**config.mk**
```make
export PLATFORM = sky130hd
export DESIGN_NAME = keypad_scan_encode_flat
export DESIGN_NICKNAME = d
export VERILOG_FILES = /design/src/rtl/keypad_scan_encode_pkg.sv /design/src/rtl/keypad_scan_encode_if.sv /design/src/rtl/keypad_scan_encode_scan_tick_gen.sv /design/src/rtl/keypad_scan_encode.sv /design/src/flat_wrapper.sv
export SDC_FILE = /design/constraint.sdc
export NUM_CORES = 1
export LEC_CHECK = 0
export BUFFER_PORTS_ARGS = -buffer_cell sky130_fd_sc_hd__buf_4
export CORE_MARGIN = 3
export CORE_UTILIZATION = 25
export DETAILED_ROUTE_END_ITERATION = 8
export GPL_TIMING_DRIVEN = 1
export PLACE_DENSITY = 0.42
export SKIP_LAST_GASP = 1
export SLEW_MARGIN = 10
export SYNTH_ARGS = -nofsm -noshare
export SYNTH_HDL_FRONTEND = slang
export SYNTH_SLANG_ARGS = --single-unit
export TNS_END_PERCENT = 10
```
**constraint.sdc**
```tcl
create_clock -name CLK50M -period 4.79 [get_ports CLK50M]
set_clock_uncertainty 0.2 [all_clocks]
set_input_delay 0.479 -clock CLK50M [delete_from_list [all_inputs] [get_ports CLK50M]]
set_output_delay 0.479 -clock CLK50M [all_outputs]
set_load 0.03 [all_outputs]
```
**src/rtl/keypad_scan_encode_pkg.sv**
```systemverilog
// Shared types and defaults for the keypad scanner and the display scan driver.
package keypad_pkg;

  typedef enum logic [1:0] {
    IDLE,
    DEBOUNCE,
    PRESSED,
    RELEASE
  } kp_state_e;

  typedef enum logic [1:0] {
    NONE,
    SINGLE,
    MULTI
  } frame_res_e;

  localparam int unsigned SCAN_DIV_1MS        = 50000;
  localparam int unsigned DEBOUNCE_FRAMES_DEF = 5;

  // Number of active-low rows reading 0.
  function automatic logic [2:0] count_low(input logic [3:0] rows);
    logic [2:0] n;
    n = '0;
    for (int unsigned i = 0; i < 4; i++) begin
      if (!rows[i]) n = n + 3'd1;
    end
    return n;
  endfunction

  // Index of the lowest row reading 0 (0 when none do).
  function automatic logic [1:0] low_zero_idx(input logic [3:0] rows);
    logic [1:0] idx;
    logic       found;
    idx   = '0;
    found = 1'b0;
    for (int unsigned i = 0; i < 4; i++) begin
      if (!rows[i] && !found) begin
        idx   = 2'(i);
        found = 1'b1;
      end
    end
    return idx;
  endfunction

endpackage

```
**src/rtl/keypad_scan_encode_if.sv**
```systemverilog
// Keypad pins plus the encoded key / digit-buffer outputs.
interface keypad_scan_encode_if;
  logic [3:0]  key_row;
  logic        buf_clr;
  logic [3:0]  key_col;
  logic [3:0]  key_code;
  logic        key_valid;
  logic        key_held;
  logic [31:0] digit_buf;

  modport master (
    output key_row, buf_clr,
    input  key_col, key_code, key_valid, key_held, digit_buf
  );

  modport slave (
    input  key_row, buf_clr,
    output key_col, key_code, key_valid, key_held, digit_buf
  );
endinterface

```
**src/rtl/keypad_scan_encode_scan_tick_gen.sv**
```systemverilog
// Free-running divider: one-cycle tick every SCAN_DIV clocks.
module scan_tick_gen #(
  parameter int unsigned SCAN_DIV = 4
) (
  input  logic CLK50M,
  input  logic RSTn,
  output logic o_tick
);
  localparam int unsigned W = (SCAN_DIV > 1) ? $clog2(SCAN_DIV) : 1;

  logic [W-1:0] r_div_cnt;

  assign o_tick = (r_div_cnt == W'(SCAN_DIV - 1));

  // Count 0..SCAN_DIV-1 and wrap.
  always_ff @(posedge CLK50M) begin
    if (!RSTn)       r_div_cnt <= '0;
    else if (o_tick) r_div_cnt <= '0;
    else             r_div_cnt <= r_div_cnt + 1'b1;
  end
endmodule

```
**src/rtl/keypad_scan_encode.sv**
```systemverilog
// 4x4 keypad scanner: column scan, frame-level debounce, hex encode, digit buffer.
module keypad_scan_encode
  import keypad_pkg::*;
#(
  parameter int unsigned SCAN_DIV        = SCAN_DIV_1MS,
  parameter int unsigned DEBOUNCE_FRAMES = DEBOUNCE_FRAMES_DEF
) (
  input  logic CLK50M,
  input  logic RSTn,
  keypad_scan_encode_if.slave bus
);
  localparam int unsigned CW = $clog2(DEBOUNCE_FRAMES + 1);

  logic [3:0]    r_row_s1, r_row_s2;
  logic          w_tick;
  logic          w_frame_end;
  logic [1:0]    r_col_idx;
  logic [1:0]    r_acc_n;
  logic [3:0]    r_acc_code;
  logic [2:0]    w_col_n;
  logic [1:0]    w_row_idx;
  logic [2:0]    w_tot_n;
  frame_res_e    w_res;
  logic [3:0]    w_res_code;
  kp_state_e     r_state, w_state_nxt;
  logic [3:0]    r_cand, w_cand_nxt;
  logic [CW-1:0] r_cnt, w_cnt_nxt, w_cnt_inc;
  logic          w_accept;
  logic          r_key_valid;
  logic [3:0]    r_key_code;
  logic [31:0]   r_digit_buf;

  scan_tick_gen #(.SCAN_DIV(SCAN_DIV)) u_tick (
    .CLK50M (CLK50M),
    .RSTn   (RSTn),
    .o_tick (w_tick)
  );

  assign w_frame_end = w_tick && (r_col_idx == 2'd3);
  assign w_cnt_inc   = r_cnt + 1'b1;

  // Two-flop synchronizer for the asynchronous row inputs.
  always_ff @(posedge CLK50M) begin
    if (!RSTn) begin
      r_row_s1 <= '1;
      r_row_s2 <= '1;
    end else begin
      r_row_s1 <= bus.key_row;
      r_row_s2 <= r_row_s1;
    end
  end

  // Advance the driven column on every tick.
  always_ff @(posedge CLK50M) begin
    if (!RSTn)       r_col_idx <= '0;
    else if (w_tick) r_col_idx <= r_col_idx + 2'd1;
  end

  // Fold the current column's sample into the running frame result.
  always_comb begin
    w_col_n    = count_low(r_row_s2);
    w_row_idx  = low_zero_idx(r_row_s2);
    w_tot_n    = {1'b0, r_acc_n} + w_col_n;
    w_res_code = (w_col_n != 3'd0) ? {w_row_idx, r_col_idx} : r_acc_code;
    if (w_tot_n == 3'd0)      w_res = NONE;
    else if (w_tot_n == 3'd1) w_res = SINGLE;
    else                      w_res = MULTI;
  end

  // Per-frame key count (saturating at 2) and the code of the first key seen.
  always_ff @(posedge CLK50M) begin
    if (!RSTn) begin
      r_acc_n    <= '0;
      r_acc_code <= '0;
    end else if (w_tick) begin
      if (w_frame_end)          r_acc_n <= '0;
      else if (w_tot_n >= 3'd2) r_acc_n <= 2'd2;
      else                      r_acc_n <= w_tot_n[1:0];
      if (w_col_n != 3'd0) r_acc_code <= {w_row_idx, r_col_idx};
    end
  end

  // Debounce state register.
  always_ff @(posedge CLK50M) begin
    if (!RSTn) begin
      r_state <= IDLE;
      r_cand  <= '0;
      r_cnt   <= '0;
    end else begin
      r_state <= w_state_nxt;
      r_cand  <= w_cand_nxt;
      r_cnt   <= w_cnt_nxt;
    end
  end

  // Debounce next-state logic; moves only at frame end.
  always_comb begin
    w_state_nxt = r_state;
    w_cand_nxt  = r_cand;
    w_cnt_nxt   = r_cnt;
    w_accept    = 1'b0;
    if (w_frame_end) begin
      case (r_state)
        IDLE: begin
          if (w_res == SINGLE) begin
            w_state_nxt = DEBOUNCE;
            w_cand_nxt  = w_res_code;
            w_cnt_nxt   = CW'(1);
          end
        end
        DEBOUNCE: begin
          if (w_res == SINGLE && w_res_code == r_cand) begin
            w_cnt_nxt = w_cnt_inc;
            if (w_cnt_inc == CW'(DEBOUNCE_FRAMES)) begin
              w_state_nxt = PRESSED;
              w_accept    = 1'b1;
            end
          end else begin
            w_state_nxt = IDLE;
          end
        end
        PRESSED: begin
          if (w_res == NONE) begin
            w_state_nxt = RELEASE;
            w_cnt_nxt   = CW'(1);
          end
        end
        RELEASE: begin
          if (w_res == NONE) begin
            w_cnt_nxt = w_cnt_inc;
            if (w_cnt_inc == CW'(DEBOUNCE_FRAMES)) w_state_nxt = IDLE;
          end else begin
            w_state_nxt = PRESSED;
          end
        end
        default: w_state_nxt = IDLE;
      endcase
    end
  end

  // Registered strobe, key code and digit buffer; a clear that lands on an
  // accept keeps the new digit only.
  always_ff @(posedge CLK50M) begin
    if (!RSTn) begin
      r_key_valid <= 1'b0;
      r_key_code  <= '0;
      r_digit_buf <= '0;
    end else begin
      r_key_valid <= w_accept;
      if (w_accept) r_key_code <= r_cand;
      if (bus.buf_clr)   r_digit_buf <= w_accept ? {28'h0, r_cand} : '0;
      else if (w_accept) r_digit_buf <= {r_digit_buf[27:0], r_cand};
    end
  end

  assign bus.key_col   = ~(4'b0001 << r_col_idx);
  assign bus.key_held  = (r_state == PRESSED) || (r_state == RELEASE);
  assign bus.key_valid = r_key_valid;
  assign bus.key_code  = r_key_code;
  assign bus.digit_buf = r_digit_buf;
endmodule

```
**src/flat_wrapper.sv**
```systemverilog
// flat-port wrapper written by rule: the top's interface ports become plain ports
module keypad_scan_encode_flat import keypad_pkg::*;
#(
  parameter int unsigned SCAN_DIV        = SCAN_DIV_1MS,
  parameter int unsigned DEBOUNCE_FRAMES = DEBOUNCE_FRAMES_DEF
)
  (CLK50M, RSTn, bus_key_row, bus_buf_clr, bus_key_col, bus_key_code, bus_key_valid, bus_key_held, bus_digit_buf);
  keypad_scan_encode_if bus_i ();
  input  logic CLK50M;
  input  logic RSTn;
  input wire logic [$bits(bus_i.key_row)-1:0] bus_key_row;
  input wire logic [$bits(bus_i.buf_clr)-1:0] bus_buf_clr;
  output wire logic [$bits(bus_i.key_col)-1:0] bus_key_col;
  output wire logic [$bits(bus_i.key_code)-1:0] bus_key_code;
  output wire logic [$bits(bus_i.key_valid)-1:0] bus_key_valid;
  output wire logic [$bits(bus_i.key_held)-1:0] bus_key_held;
  output wire logic [$bits(bus_i.digit_buf)-1:0] bus_digit_buf;
  assign bus_i.key_row = bus_key_row;
  assign bus_i.buf_clr = bus_buf_clr;
  assign bus_key_col = bus_i.key_col;
  assign bus_key_code = bus_i.key_code;
  assign bus_key_valid = bus_i.key_valid;
  assign bus_key_held = bus_i.key_held;
  assign bus_digit_buf = bus_i.digit_buf;
  keypad_scan_encode #(.SCAN_DIV(SCAN_DIV), .DEBOUNCE_FRAMES(DEBOUNCE_FRAMES)) u_core (.CLK50M(CLK50M), .RSTn(RSTn), .bus(bus_i));
endmodule
```
# Word level (Yosys, flattened, before mapping)
# Cells that the tools add are included.
# word_totals
ff_bits	78
mem_bits_rw	0
wordCells	92
mem_count	0
latch_bits	0
out_inout_bits	42
rom_bits	0
# op_classes
n_shift	1
div	0
n_lt_le_gt_ge	1
mux	34
addsub	7
n_eq_ne	15
reduce_logical	20
n_mul	0
bitwise	2
# op_table
cell	n
32-bit two-way mux	2
2-bit two-way mux	12
3-bit two-way mux	7
16-bit by 1-bit adder with 16-bit output (second input constant)	1
16-bit equality test (second input constant)	1
3-bit case mux with 4 select lines	1
5-bit AND reduction	2
3-bit by 1-bit adder with 3-bit output (second input constant)	3
1-bit two-way mux	9
4-bit two-way mux	2
2-bit by 1-bit inequality test with 1-bit output (second input constant)	4
2-bit case mux with 4 select lines	1
2-bit equality test (second input constant)	3
1-bit logical AND	5
1-bit zero test	5
2-bit by 1-bit equality test with 1-bit output (second input constant)	2
4-bit equality test	1
2-bit zero test	2
4-bit NOT	1
1-bit by 2-bit left shift with 4-bit output (first input constant)	1
2-bit by 3-bit adder with 3-bit output	1
3-bit by 1-bit equality test with 1-bit output (second input constant)	1
3-bit equality test (second input constant)	1
3-bit by 2-bit >= comparator with 1-bit output (second input constant)	1
other kinds (11)	11

# Longest topological paths before layout
# depth
depth_word	18
depth_mapped	16
mapped_depth_nobuf	15

# Modules after synthesis
# From an unflattened synthesis, not the netlist that was laid out.
# unflattened
hier_cells	385
hier_area_um2	3708.6
# modules_own_cells
module	instances	seq_area_each_um2	area_each_um2	cells_per_inst
keypad_scan_encode	1	1241.2	2919.0	306
scan_tick_gen	1	320.3	789.5	79

# Worst setup path before layout
# OpenSTA, ideal clock, no wires.
# synth_timing
path_type	register -> register
startpoint	register u_core.r_row_s2[0]
endpoint	register u_core.r_digit_buf[10], in the netlist u_core.bus.digit_buf[10]
slack_ps	1016
synth_period_minus_slack_ps	3774
setup_ps	70
required_ps	4520
n_path_buf	2
arrival_time_ps	3503
stages_incl_launch_ff	17
path_cell_list	dfxtp_1 inv_1 ha_1 buf_6 xnor2_1 ha_1 nor2_1 a31o_2 inv_2 fa_1 xnor3_1 nor2b_1 nand4_1 a21oi_2 clkbuf_1 nand3_1 a21oi_1
# synth_between
elab_chain_cells	17
# synth_lines
item	line	source
from (decl)	keypad_scan_encode.sv:14	logic [3:0] r_row_s1, r_row_s2;
from (signal assigned)	keypad_scan_encode.sv:49	r_row_s2 <= r_row_s1;
1-bit two-way mux	keypad_scan_encode_pkg.sv:25, keypad_scan_encode_pkg.sv:37	
1-bit by 1-bit adder with 2-bit output	keypad_scan_encode_pkg.sv:25	if (!rows[i]) n = n + 3'd1;
3-bit two-way mux	keypad_scan_encode_pkg.sv:25	
3-bit by 1-bit adder with 3-bit output	keypad_scan_encode_pkg.sv:25	
3-bit two-way mux	keypad_scan_encode_pkg.sv:25	
3-bit by 1-bit adder with 3-bit output	keypad_scan_encode_pkg.sv:25	
3-bit two-way mux	keypad_scan_encode_pkg.sv:25	
2-bit by 3-bit adder with 3-bit output	keypad_scan_encode.sv:63	w_tot_n = {1'b0, r_acc_n} + w_col_n;
3-bit by 1-bit equality test with 1-bit output	keypad_scan_encode.sv:66	else if (w_tot_n == 3'd1) w_res = SINGLE;
2-bit two-way mux	keypad_scan_encode.sv:66	
2-bit two-way mux	keypad_scan_encode.sv:65	if (w_tot_n == 3'd0) w_res = NONE;
2-bit by 1-bit equality test with 1-bit output	keypad_scan_encode.sv:112	if (w_res == SINGLE && w_res_code == r_cand) begin
1-bit logical AND (*)	keypad_scan_encode.sv:112	
1-bit two-way mux (*)	keypad_scan_encode.sv:112	
1-bit two-way mux (*)	keypad_scan_encode.sv:103	case (r_state)
1-bit two-way mux (*)	keypad_scan_encode.sv:102	if (w_frame_end) begin
2-bit nonzero test (no source line) (*)	-	
to (signal assigned)	keypad_scan_encode.sv:151	if (bus.buf_clr) r_digit_buf <= w_accept ? {28'h0, r_cand} : '0;
to (signal assigned)	keypad_scan_encode.sv:152	else if (w_accept) r_digit_buf <= {r_digit_buf[27:0], r_cand};
to (decl)	keypad_scan_encode.sv:31	logic [31:0] r_digit_buf;
# Mark *: on every way between the ends. The rest lies on a longest branch, timed or not.
# A chain may end at the register's enable or synchronous reset.

# Worst setup path in the final report
# layout_timing
startpoint	register u_core.r_row_s2[0]
endpoint	register u_core.r_digit_buf[26], in the netlist u_core.bus.digit_buf[26]
# Same word-level chain as after synthesis.

==> run metrics <==
r2r startpoint u_core.r_row_s2[0]; Die X 129 um; synthesis-to-finish area growth 20.7%; total CTS buffers 9; P_leak 1.64 nW; min cycle time layout 4.22 ns; FF-to-FF End u_core.bus.digit_buf[26]; row count 44; synthesized instance count 442; Fmax 237 MHz; syn_area_per_cell 8.50 um^2; Critical Path RT 4.76 ns; DP Area 0.00423 mm^2; Remaining DRCs 0; CTS H-tree depth 3; DRT Wirelength 9170 um; status finished, final reports clean; Yosys cell types 56; Fill cells 1,536; GPL Wtd Cong 0.779; global-route wire length before repair 15,200 um; Syn Std Cell Area 0.00376 mm^2; synthesized net count 463; Final setup viols 0; placed wire-length estimate 6190 um; antenna cell count 0; worst min-delay path class input pin to flip-flop; drt wl/cell 13.8 um; fraction of layout cells with a size suffix above 1 16.5%; worst hold endpoint u_core.r_row_s1[1]; period utilization 88.2%; layout net count 496; total grt overflow 0; Die Area 0.0165 mm^2; total of max-cap violations 0; RSZ-0062 raised after global routing false; clock transition at the registers of the reported paths 0.06 ns; startpoint types flip-flop; Fin. Hold Viols 0; dpl ws 0.411 ns; depth of the worst hold-timing path 2; Clock Sinks 78; Peak VDD IR 0.185 mV; via count 3,150; Via density 4.74; Die Y 129 um; Routed Antenna Nets 0; CP max FO 36; iteration count of the initial detailed-routing pass 4; Core ar. 0.0146 mm^2; pwr dens 327 mW/mm^2; CTS tree done; post-synthesis async set-or-reset flop share 0%; slew margin rel. 21.4%; CP endpoint kind flip-flop; Reg2Reg Depth 14; Initial Util 25.7%; Port Buffers 48; GRT Util Overall 11.4%; First DRT Iteration DRCs 165; Hold Startpoint bus_key_row[1]; Worst Tran Pin Value 1.18 ns; CTS root buf clkbuf_16; largest net degree at the start of global routing 37; post-route design area 0.00454 mm^2; Seq/Total Area, Yosys 41.6%; kind of critical path flip-flop to flip-flop; initial antenna violation count 0; number of flops mapped to enable cells by yosys 0; setup TNS 0 ns; arrival time at the worst endpoint 4.19 ns; Main synth FF type dfxtp_1; flop-to-flop setup slack 0.57 ns; setup ws final 0.566 ns; Clk Latency, worst-skew pair 0.34 ns; Synth warnings 0; Clock Path Buffers 2; vias in the first global route 3,005; synthesis-stage register bit count 78; I/O Pins 49; setup repair bufs after CTS 0; Final Max Slew Viols 0
## power breakdown
| part | switching [mW] | total, mW | internal (mW) |
|---|---|---|---|
| logic | 0.0889 | 0.124 | 0.0351 |
| registers | 0.00442 | 0.658 | 0.654 |
| clock network | 0.290 | 0.700 | 0.410 |
| total | 0.384 | 1.48 | 1.10 |
## worst max-delay path: stages (launching register included)
cell and delay (ns):
dfxtp_1 0.38, inv_1 0.06, ha_1 0.40, xnor2_1 0.27
ha_1 0.28, nor2_1 0.08, a31o_2 0.16, inv_2 0.09
fa_1 0.42, xnor3_1 0.38, nor2b_1 0.30, nand4_1 0.21
a21o_2 0.47, o21ai_0 0.25, a21oi_1 0.08
## Yosys cell counts, types with 3 or more instances
cell type  instances  area share [%]
mux2i_1            7             1.9
o211ai_1           3            0.60
xnor2_1           10             2.3
and3_1             5            0.83
buf_4              3            0.60
nor2b_1           10             1.7
ha_1              13             4.3
o21ai_1            8             1.1
a21oi_1           44             5.9
dfxtp_1           78              42
clkbuf_1          20             2.0
nand2_1           21             2.1
inv_1             14             1.4
nand2b_1          15             2.5
buf_2              3            0.40
o21ai_0           38             5.1
nand4_1            5            0.83
nor2_1            37             3.7
xor2_1             8             1.9
nand3_1           50             6.7
nor3_1             6            0.80
## layout by cell type, fill, tap and decap left out, types with 2 or more instances in the layout
cell type / instances
nor3_1: 6
nand4_1: 5
nor2_1: 37
nand4b_1: 2
o21ai_1: 8
or4_1: 2
mux4_2: 2
nor2b_1: 10
mux2i_1: 7
a21oi_1: 44
clkinv_4: 2
nand2b_1: 15
dfxtp_1: 78
nand3_1: 50
clkbuf_16: 9
and2_1: 2
buf_4: 51
nand2_1: 21
nor4b_1: 2
inv_6: 3
ha_1: 13
o211ai_1: 3
o21ai_0: 38
xnor2_1: 10
o21a_1: 2
inv_1: 14
and3_1: 5
nor4_1: 2
xor2_1: 8
## layer usage
metal	up-vias	GRT usage, %	wire, um
li1	1610	-	-
met1	1481	14.4	4300
met2	49	18.4	4360
met3	10	3.28	367
met4	0	4.08	138
met5	-	0	0
## state kept, by name, summed over array words and instances (netlist names)
name / cells
u_core.r_col_idx: 2
u_core.bus.key_valid: 1
u_core.r_cnt: 3
u_core.r_cand: 4
u_core.r_state: 2
u_core.bus.digit_buf: 32
u_core.r_acc_code: 4
u_core.r_row_s1: 4
u_core.r_acc_n: 2
u_core.r_row_s2: 4
u_core.u_tick.r_div_cnt: 16
u_core.bus.key_code: 4
## logic make-up (layout without fill, tap and decap cells)
kind of cell    after synthesis  count (layout)  share of synthesized area, %
fa+ha+maj                    14              14                          4.86
simple gates                168             168                          23.3
mux                           9               9                          3.06
xor+xnor                     19              19                          4.80
buf+inv                      44              82                          5.19
flops                        78              78                          41.6
compound gates              110             110                          17.2
## final cells by class
cell class                      instances  area, um^2  share of cell area, %
Clock buffer                            9         225                   4.96
Inverter                               15        56.3                   1.24
Multi-Input combinational cell        320        2000                   44.1
Clock inverter                          7        78.8                   1.74
Tap cell                              184         230                   5.07
Timing Repair Buffer                   51         383                   8.44
Sequential cell                        78        1560                   34.4
## through the flow
stage                     cells  utilization (%)  hold WS (ns)  total power, mW
after floorplan             442                -         0.186            0.776
after CTS                   664             31.0         0.108             1.50
final                       664             31.0         0.119             1.48
after global placement      648             28.9         0.194            0.799
after global routing        664             31.0         0.112             1.55
after detailed placement    648             28.9         0.195            0.798
## how the worst max path moves through the flow
stage                  startpoint                        to
2_1_floorplan  u_core.r_row_s2[0]  u_core.bus.digit_buf[10]
3_3_place_gp   u_core.r_row_s2[0]   u_core.bus.digit_buf[7]
3_5_place_dp   u_core.r_row_s2[0]  u_core.bus.digit_buf[26]
4_1_cts        u_core.r_row_s2[0]  u_core.bus.digit_buf[26]
5_1_grt        u_core.r_row_s2[0]   u_core.bus.digit_buf[9]
6_report       u_core.r_row_s2[0]  u_core.bus.digit_buf[26]
## what timing repair did
action,4_1_cts,5_1_grt
endpoints found under the setup margin,0,18
resized for setup,0,1
hold buffers,0,0
No activity file was read; power rests on OpenSTA's default activity.
